===== src/rtl/uart_tx.sv =====
// UART transmitter: byte FIFO feeding an 8N1 serializer.
// Frames are back-to-back while the FIFO holds data; tx, busy and in_ready are registered.
module uart_tx #(
  parameter int unsigned CLK_HZ     = 50_000_000,
  parameter int unsigned BAUD       = 115200,
  parameter int unsigned FIFO_DEPTH = 16
) (
  input  logic                          clk,
  input  logic                          rst,
  input  logic [7:0]                    data_in,
  input  logic                          in_valid,
  output logic                          in_ready,
  output logic                          tx,
  output logic                          busy,
  output logic [$clog2(FIFO_DEPTH):0]   fifo_count
);

  localparam int unsigned CLKS_PER_BIT = (CLK_HZ + BAUD / 2) / BAUD;
  localparam int unsigned CNT_W        = (CLKS_PER_BIT > 1) ? $clog2(CLKS_PER_BIT) : 1;
  localparam int unsigned PTR_W        = $clog2(FIFO_DEPTH);
  localparam int unsigned CNT_F_W      = PTR_W + 1;
  localparam logic [CNT_W-1:0]   BIT_LAST  = CNT_W'(CLKS_PER_BIT - 1);
  localparam logic [CNT_F_W-1:0] FIFO_FULL = CNT_F_W'(FIFO_DEPTH);

  typedef enum logic [1:0] {
    S_IDLE  = 2'd0,
    S_START = 2'd1,
    S_DATA  = 2'd2,
    S_STOP  = 2'd3
  } state_e;

  state_e               state_q;
  logic [CNT_W-1:0]     bit_cnt_q;
  logic [2:0]           idx_q;
  logic [7:0]           shift_q;
  logic                 tx_q;
  logic                 busy_q;
  logic                 in_ready_q;
  logic [CNT_F_W-1:0]   count_q;
  logic [CNT_F_W-1:0]   count_d;
  logic [PTR_W-1:0]     wr_ptr_q;
  logic [PTR_W-1:0]     rd_ptr_q;
  logic [7:0]           mem_q [FIFO_DEPTH];

  logic bit_done;
  logic push;
  logic pop;
  logic idle_next;

  // Pop happens when idle or on the last stop-bit cycle, so frames chain with no gap.
  always_comb begin
    bit_done  = (bit_cnt_q == BIT_LAST);
    push      = in_valid && in_ready_q;
    pop       = (count_q != '0) &&
                ((state_q == S_IDLE) || ((state_q == S_STOP) && bit_done));
    idle_next = (count_q == '0) &&
                ((state_q == S_IDLE) || ((state_q == S_STOP) && bit_done));
    count_d   = count_q;
    if (push && !pop) begin
      count_d = count_q + CNT_F_W'(1);
    end else if (pop && !push) begin
      count_d = count_q - CNT_F_W'(1);
    end
  end

  // FIFO storage; pointers are reset in the control block, so a push during rst is harmless.
  always_ff @(posedge clk) begin
    if (push && !rst) begin
      mem_q[wr_ptr_q] <= data_in;
    end
  end

  // tx follows the state by one cycle, so the start edge lands two cycles after an accept.
  always_ff @(posedge clk) begin
    if (rst) begin
      state_q    <= S_IDLE;
      bit_cnt_q  <= '0;
      idx_q      <= '0;
      shift_q    <= '0;
      tx_q       <= 1'b1;
      busy_q     <= 1'b0;
      in_ready_q <= 1'b1;
      count_q    <= '0;
      wr_ptr_q   <= '0;
      rd_ptr_q   <= '0;
    end else begin
      count_q    <= count_d;
      in_ready_q <= (count_d < FIFO_FULL);
      busy_q     <= !idle_next || (count_d != '0);

      if (push) begin
        wr_ptr_q <= wr_ptr_q + PTR_W'(1);
      end
      if (pop) begin
        rd_ptr_q <= rd_ptr_q + PTR_W'(1);
        shift_q  <= mem_q[rd_ptr_q];
      end

      if ((state_q == S_IDLE) || bit_done) begin
        bit_cnt_q <= '0;
      end else begin
        bit_cnt_q <= bit_cnt_q + CNT_W'(1);
      end

      case (state_q)
        S_IDLE: begin
          tx_q <= 1'b1;
          if (pop) begin
            state_q <= S_START;
          end
        end
        S_START: begin
          tx_q <= 1'b0;
          if (bit_done) begin
            state_q <= S_DATA;
            idx_q   <= '0;
          end
        end
        S_DATA: begin
          tx_q <= shift_q[idx_q];
          if (bit_done) begin
            idx_q <= idx_q + 3'd1;
            if (idx_q == 3'd7) begin
              state_q <= S_STOP;
            end
          end
        end
        S_STOP: begin
          tx_q <= 1'b1;
          if (bit_done) begin
            state_q <= pop ? S_START : S_IDLE;
          end
        end
        default: begin
          tx_q    <= 1'b1;
          state_q <= S_IDLE;
        end
      endcase
    end
  end

  assign tx         = tx_q;
  assign busy       = busy_q;
  assign in_ready   = in_ready_q;
  assign fifo_count = count_q;

endmodule


===== config.mk =====
export PLATFORM = sky130hd
export DESIGN_NAME = uart_tx
export DESIGN_NICKNAME = d
export VERILOG_FILES = /design/src/rtl/uart_tx.sv
export SDC_FILE = /design/constraint.sdc
export NUM_CORES = 1
export LEC_CHECK = 0
export CAP_MARGIN = 20
export CORE_MARGIN = 1
export CORE_UTILIZATION = 40
export CTS_CLUSTER_SIZE = 25
export DETAILED_ROUTE_END_ITERATION = 6
export HOLD_SLACK_MARGIN = 0.12
export MAX_ROUTING_LAYER = met4
export PLACE_DENSITY_LB_ADDON = 0.05
export SLEW_MARGIN = 10
export SYNTH_ARGS = -nofsm -noshare
export SYNTH_HDL_FRONTEND = slang
export SYNTH_SLANG_ARGS = --single-unit

===== constraint.sdc =====
create_clock -name clk -period 2.82 [get_ports clk]
set_clock_uncertainty 0.05 [all_clocks]
set_input_delay 0.564 -clock clk [delete_from_list [all_inputs] [get_ports clk]]
set_output_delay 0.564 -clock clk [all_outputs]
set_load 0.03 [all_outputs]

## Word level (Yosys, flattened, before mapping)

Memories as Yosys holds them, arrays and structs flattened. A register that Yosys moved wholly into a read port is not among the register bits.
Cells that the tools add are included.

| word-level totals | value |
|---|---|
| bits of input ports | 11 |
| memories | 1 |
| memory bits (writable) | 128 |
| logic and storage cells | 68 |
| bits in latches | 0 |
| output and inout bits | 8 |
| bits in registers | 30 |
| bits in read-only memories | 0 |

| cells by class | value |
|---|---|
| multiplexer cells | 17 |
| $mul | 0 |
| equal/unequal tests | 10 |
| $lt $le $gt $ge | 2 |
| reductions and logical operators | 23 |
| divide/modulo/power cells | 0 |
| shift operators | 0 |
| $add $sub $neg | 6 |
| bitwise operators | 0 |

Memories:

| memory | words | bits a word | rd ports | clocked after Yosys merged registers in | write ports | line | source |
|---|---|---|---|---|---|---|---|
| mem_q | 16 | 8 | 1 | 1 | 1 | 43 | `logic [7:0] mem_q [FIFO_DEPTH];` |

Operators with widths:

| cell | count |
|---|---|
| 2-bit 2-to-1 mux | 5 |
| 5-bit 2-to-1 mux | 2 |
| 2-bit inequality test, second input constant | 5 |
| 5-bit nonzero test | 2 |
| 9-bit by 1-bit adder with 9-bit output, second input constant | 1 |
| 9-bit equality test, second input constant | 1 |
| 4-bit by 1-bit adder with 4-bit output, second input constant | 2 |
| 2-bit case mux with 4 select lines | 1 |
| 1-bit logical AND | 7 |
| 3-bit 2-to-1 mux | 2 |
| 3-bit case mux with 2 select lines | 1 |
| 5-bit by 1-bit adder with 5-bit output, second input constant | 1 |
| 5-bit logical NOT | 1 |
| 5-bit less-than comparator, second input constant | 1 |
| 5-bit AND reduction | 1 |
| 5-bit by 1-bit subtractor with 5-bit output, second input constant | 1 |
| 2-bit equality test, second input constant | 2 |
| 1-bit logical NOT | 4 |
| 3-bit by 4-bit less-than comparator with 1-bit output, second input constant | 1 |
| 1-bit 2-to-1 mux | 4 |
| 2-bit OR reduction | 2 |
| 3-bit by 1-bit adder with 3-bit output, second input constant | 1 |
| 1-bit binary-select mux with 3-bit select | 1 |
| 3-bit equality test, second input constant | 1 |
| 6 further kinds | 8 |

## Logic depth before layout (Yosys ltp)

| depth | value |
|---|---|
| depth after elaboration | 9 |
| mapped depth | 8 |
| gate-level depth less buffers | 7 |

## Worst setup path after synthesis

OpenSTA, ideal clock, no wires.

| timing | value |
|---|---|
| path kind | reg-to-reg |
| start | reg count_q[0] (netlist: fifo_count[0]) |
| end | reg count_q[4] (netlist: fifo_count[4]) |
| arrival | 2.263 ns |
| path buffers | 1 |
| path slack | 0.385 ns |
| library setup time | 0.121 ns |
| period minus slack after synthesis | 2.435 ns |
| data required time | 2.649 ns |
| stages on the path, launching flop included | 9 |
| cell sequence | dfxtp_1 inv_1 ha_1 or4b_1 buf_2 nand3_1 or4_1 o32a_1 mux2_4 |

| on the way | value |
|---|---|
| longest elaborated chain between the ends | 5 |
| elaborated cells between the ends (all ways) | 9 |
| classes of those cells | add/sub (2); mux (2); reduce/logical (5) |

RTL lines:

| item | line | source |
|---|---|---|
| from (decl) | 39 | `logic [CNT_F_W-1:0] count_q;` |
| from (signal assigned) | 87 | `count_q <= count_d;` |
| branches (longest 4 deep; another with 5-bit by 1-bit subtractor with 5-bit output) | n/a |  |
| 5-bit 2-to-1 mux * | 59 | `if (push && !pop) begin` |

Mark *: on every way between the ends.
A chain may end at the register's enable or synchronous reset.

## Final worst setup path

Ends and elaborated chain as after synthesis.

==> flow_summary.ini <==
[status]
result_of_the_run = finished clean

[drt]
remaining_drc_errors = 0
drtIter0Drc = 306
ant_nets = 0
drt_pre_antenna_iters = 6
dr_total_vias = 3679
routedWlPerCell_um = 20.0
viasPerCell = 5.18
wirelength_um = 14200

[critical_path]
critical_path_arrival_ns = 2.65
end_kind = flip-flop
critPathRequiredTime_ns = 3.08
highest_fanout_seen_on_the_critical_path = 7
kind_of_critical_path = flip-flop to flip-flop
startpoint_type = flip-flop

[clock_tree]
post_cts_buffers = 0
clk_pin_slew_ns = 0.07
cts_root_buf = clkbuf_16
ctsHoldBuffers = 0
cts_made_buffers = 17
cts_sinks = 166
cts-resized-gates = 0
cts_tree = built
max-clock-path-buffers = 2
clk_latency_ns = 0.42
htreeDepth = 4

[synth]
synth_flop_cell = edfxtp_1
ys_ff_latch = 166
synth_area_um2 = 6800
postSynth.asyncResetShare_pct = 0
post_synthesis_sequential_area_ratio_pct = 67.8
mean_post_synth_cell_area_um2 = 15.4
ys.warnings.count = 0
synthesis.nets = 468
netlist_instances = 440
synth_cell_types = 46
synth_edf_count = 128

[floorplanning]
die_boundary_height_um = 132
ioPinCount = 19
number_of_standard_cell_rows_in_the_floorplan = 47
fp.dieArea_um2 = 17500
initial_utilization_pct = 41.0
placeableCoreArea_um2 = 16600
chipWidth_um = 132

[timing]
slew_violations = 0
rsz0062_at_grt = no
setup-tns-final_ns = 0
finalSetupViolations = 0
timing.final.hold_violations = 0
worst-slew-pin-transition_ns = 0.885
layout_worst_path_cycle_share_pct = 85.0
final_critical_path_required_period_ns = 2.40
relSlewSlack_pct = 40.8
max_freq_mhz = 417

[global_route]
gr-usage-met3_pct = 3.92
grt_pass1_wl_um = 22100
grt_pass1_vias = 3888
grt_start_max_net_pins = 36
grt_util_met2_pct = 29.8
grt.total_usage_pct = 18.0
initial_antenna_violation_count = 0
top_usage_layer = met2
global_route.overflow_total = 0
global_route.usage.met1_pct = 22.2

[final_layout]
share_of_cells_above_drive_strength_1_pct = 18.4
finish.utilization_pct = 47.6
antenna_cells = 0
flow.area_growth_from_synthesis_pct = 16.2
layoutNonFillerInstCount = 710
finish.net_count = 507

[power]
maximum_vdd_ir_drop_mv = 0.427
leakage_nw = 2.58
totalPowerFinal_mw = 6.88
power-per-cell-area_nw_per_um2 = 871

[place]
place_inst = 680
finalWeightedCongestion = 0.747
port_buffers = 18
dp.final_hpwl_um = 9180

[flow_run]
cap_viol_max_count = 0

[worst_hold_path]
timing.hold.worst.class = flip-flop to flip-flop
-- area by class of cell --
class	instances	area (µm²)
Timing Repair Buffer	41	365
Tap cell	220	275
Inverter	9	33.8
Clock buffer	17	425
Sequential cell	166	4610
Multi-Input combinational cell	244	2080
Fill cell	1489	8690
Clock inverter	13	110
-- metrics by stage --
stage,area [µm²],setup slack [ns],hold slack [ns]
2_1_floorplan,6800,0.385,0.383
3_3_place_gp,7360,0.413,0.397
3_5_place_dp,7360,0.360,0.404
4_1_cts,7900,0.406,0.418
5_1_grt,7900,0.238,0.458
6_report,7900,0.424,0.416
-- per-layer routing --
metal | part of all wire [%] | wire length, µm
met5 | 0 | 0
met4 | 1.1 | 161
met3 | 3.4 | 489
met2 | 52 | 7330
met1 | 44 | 6240
-- critical path: stages (launching register included) --
cell,delay (ns)
dfxtp_1,0.36
inv_1,0.13
ha_1,0.18
or4b_1,0.57
a41o_1,0.31
o32a_1,0.38
mux2_4,0.30
-- sequential cells by signal, indices dropped and copies added (netlist names) --
register    cells
state_q         2
tx              1
mem_q         128
wr_ptr_q        4
bit_cnt_q       9
in_ready        1
rd_ptr_q        4
idx_q           3
fifo_count      5
shift_q         8
busy            1
-- cells in the mapped netlist (3+ instances only) --
master | n | area, µm²
nor2b_1 | 3 | 18.8
a22oi_1 | 17 | 128
mux2i_1 | 4 | 40.0
xor2_1 | 5 | 43.8
nand2_1 | 32 | 120
mux4_2 | 34 | 766
o21ai_0 | 9 | 45.0
nor2_1 | 52 | 195
a21oi_1 | 12 | 60.1
a31oi_1 | 3 | 18.8
nor3_1 | 4 | 20.0
clkbuf_1 | 13 | 48.8
buf_2 | 4 | 20.0
buf_1 | 4 | 15.0
inv_1 | 9 | 33.8
edfxtp_1 | 128 | 3840
xnor2_1 | 12 | 105
and2_1 | 4 | 25.0
dfxtp_1 | 38 | 761
ha_1 | 17 | 213
nand3_1 | 7 | 35.0
-- placed cells by master, fill, tap and decap left out, drive strengths merged, types with 3 or more instances in the layout --
cell           netlist  layout
edfxtp             128     128
nor2                52      52
dfxtp               38      38
mux4                34      34
nand2               32      32
buf                  8      23
clkdlybuf4s50        0      18
a22oi               17      17
ha                  17      17
clkbuf              13      17
a21oi               12      12
xnor2               12      12
inv                  9      11
o21ai               10      10
nand3                7       7
clkinv               0       7
xor2                 5       5
and2                 4       4
nor3                 4       4
mux2i                4       4
a31oi                3       3
nor2b                3       3
clkinvlp             0       3
-- worst paths after layout --
path / from / endpoint / slack (ns) / depth (start not counted)
setup / recovery: fifo_count[0]$_SDFF_PP0_ / fifo_count[4]$_SDFF_PP0_ / 0.42 / 6
hold / removal: bit_cnt_q[0]$_SDFF_PP0_ / bit_cnt_q[0]$_SDFF_PP0_ / 0.42 / 1
setup reg to reg: fifo_count[0]$_SDFF_PP0_ / fifo_count[4]$_SDFF_PP0_ / 0.42 / 6
hold reg to reg: bit_cnt_q[0]$_SDFF_PP0_ / bit_cnt_q[0]$_SDFF_PP0_ / 0.42 / 1
-- report_power, final --
part	switching, mW	total [mW]	leakage [nW]	internal (mW)
Combinational	1.02	1.84	0.865	0.822
Sequential	0.123	2.93	1.46	2.80
Clock	0.911	2.11	0.256	1.20
Total	2.05	6.88	2.58	4.83
-- cells by family (layout without fill, tap and decap cells) --
| logic type | count (synthesis) | after routing | share of synthesized area, % |
|---|---|---|---|
| DFF | 166 | 166 | 67.8 |
| and+or+nand+nor | 118 | 118 | 7.94 |
| AOI/OAI and AO/OA | 52 | 52 | 5.01 |
| muxes | 40 | 40 | 12.2 |
| buffers and inverters | 30 | 80 | 1.73 |
| adders and majority gates | 17 | 17 | 3.13 |
| xor gates and xnor gates | 17 | 17 | 2.19 |
No activity file was read; power rests on OpenSTA's default activity.
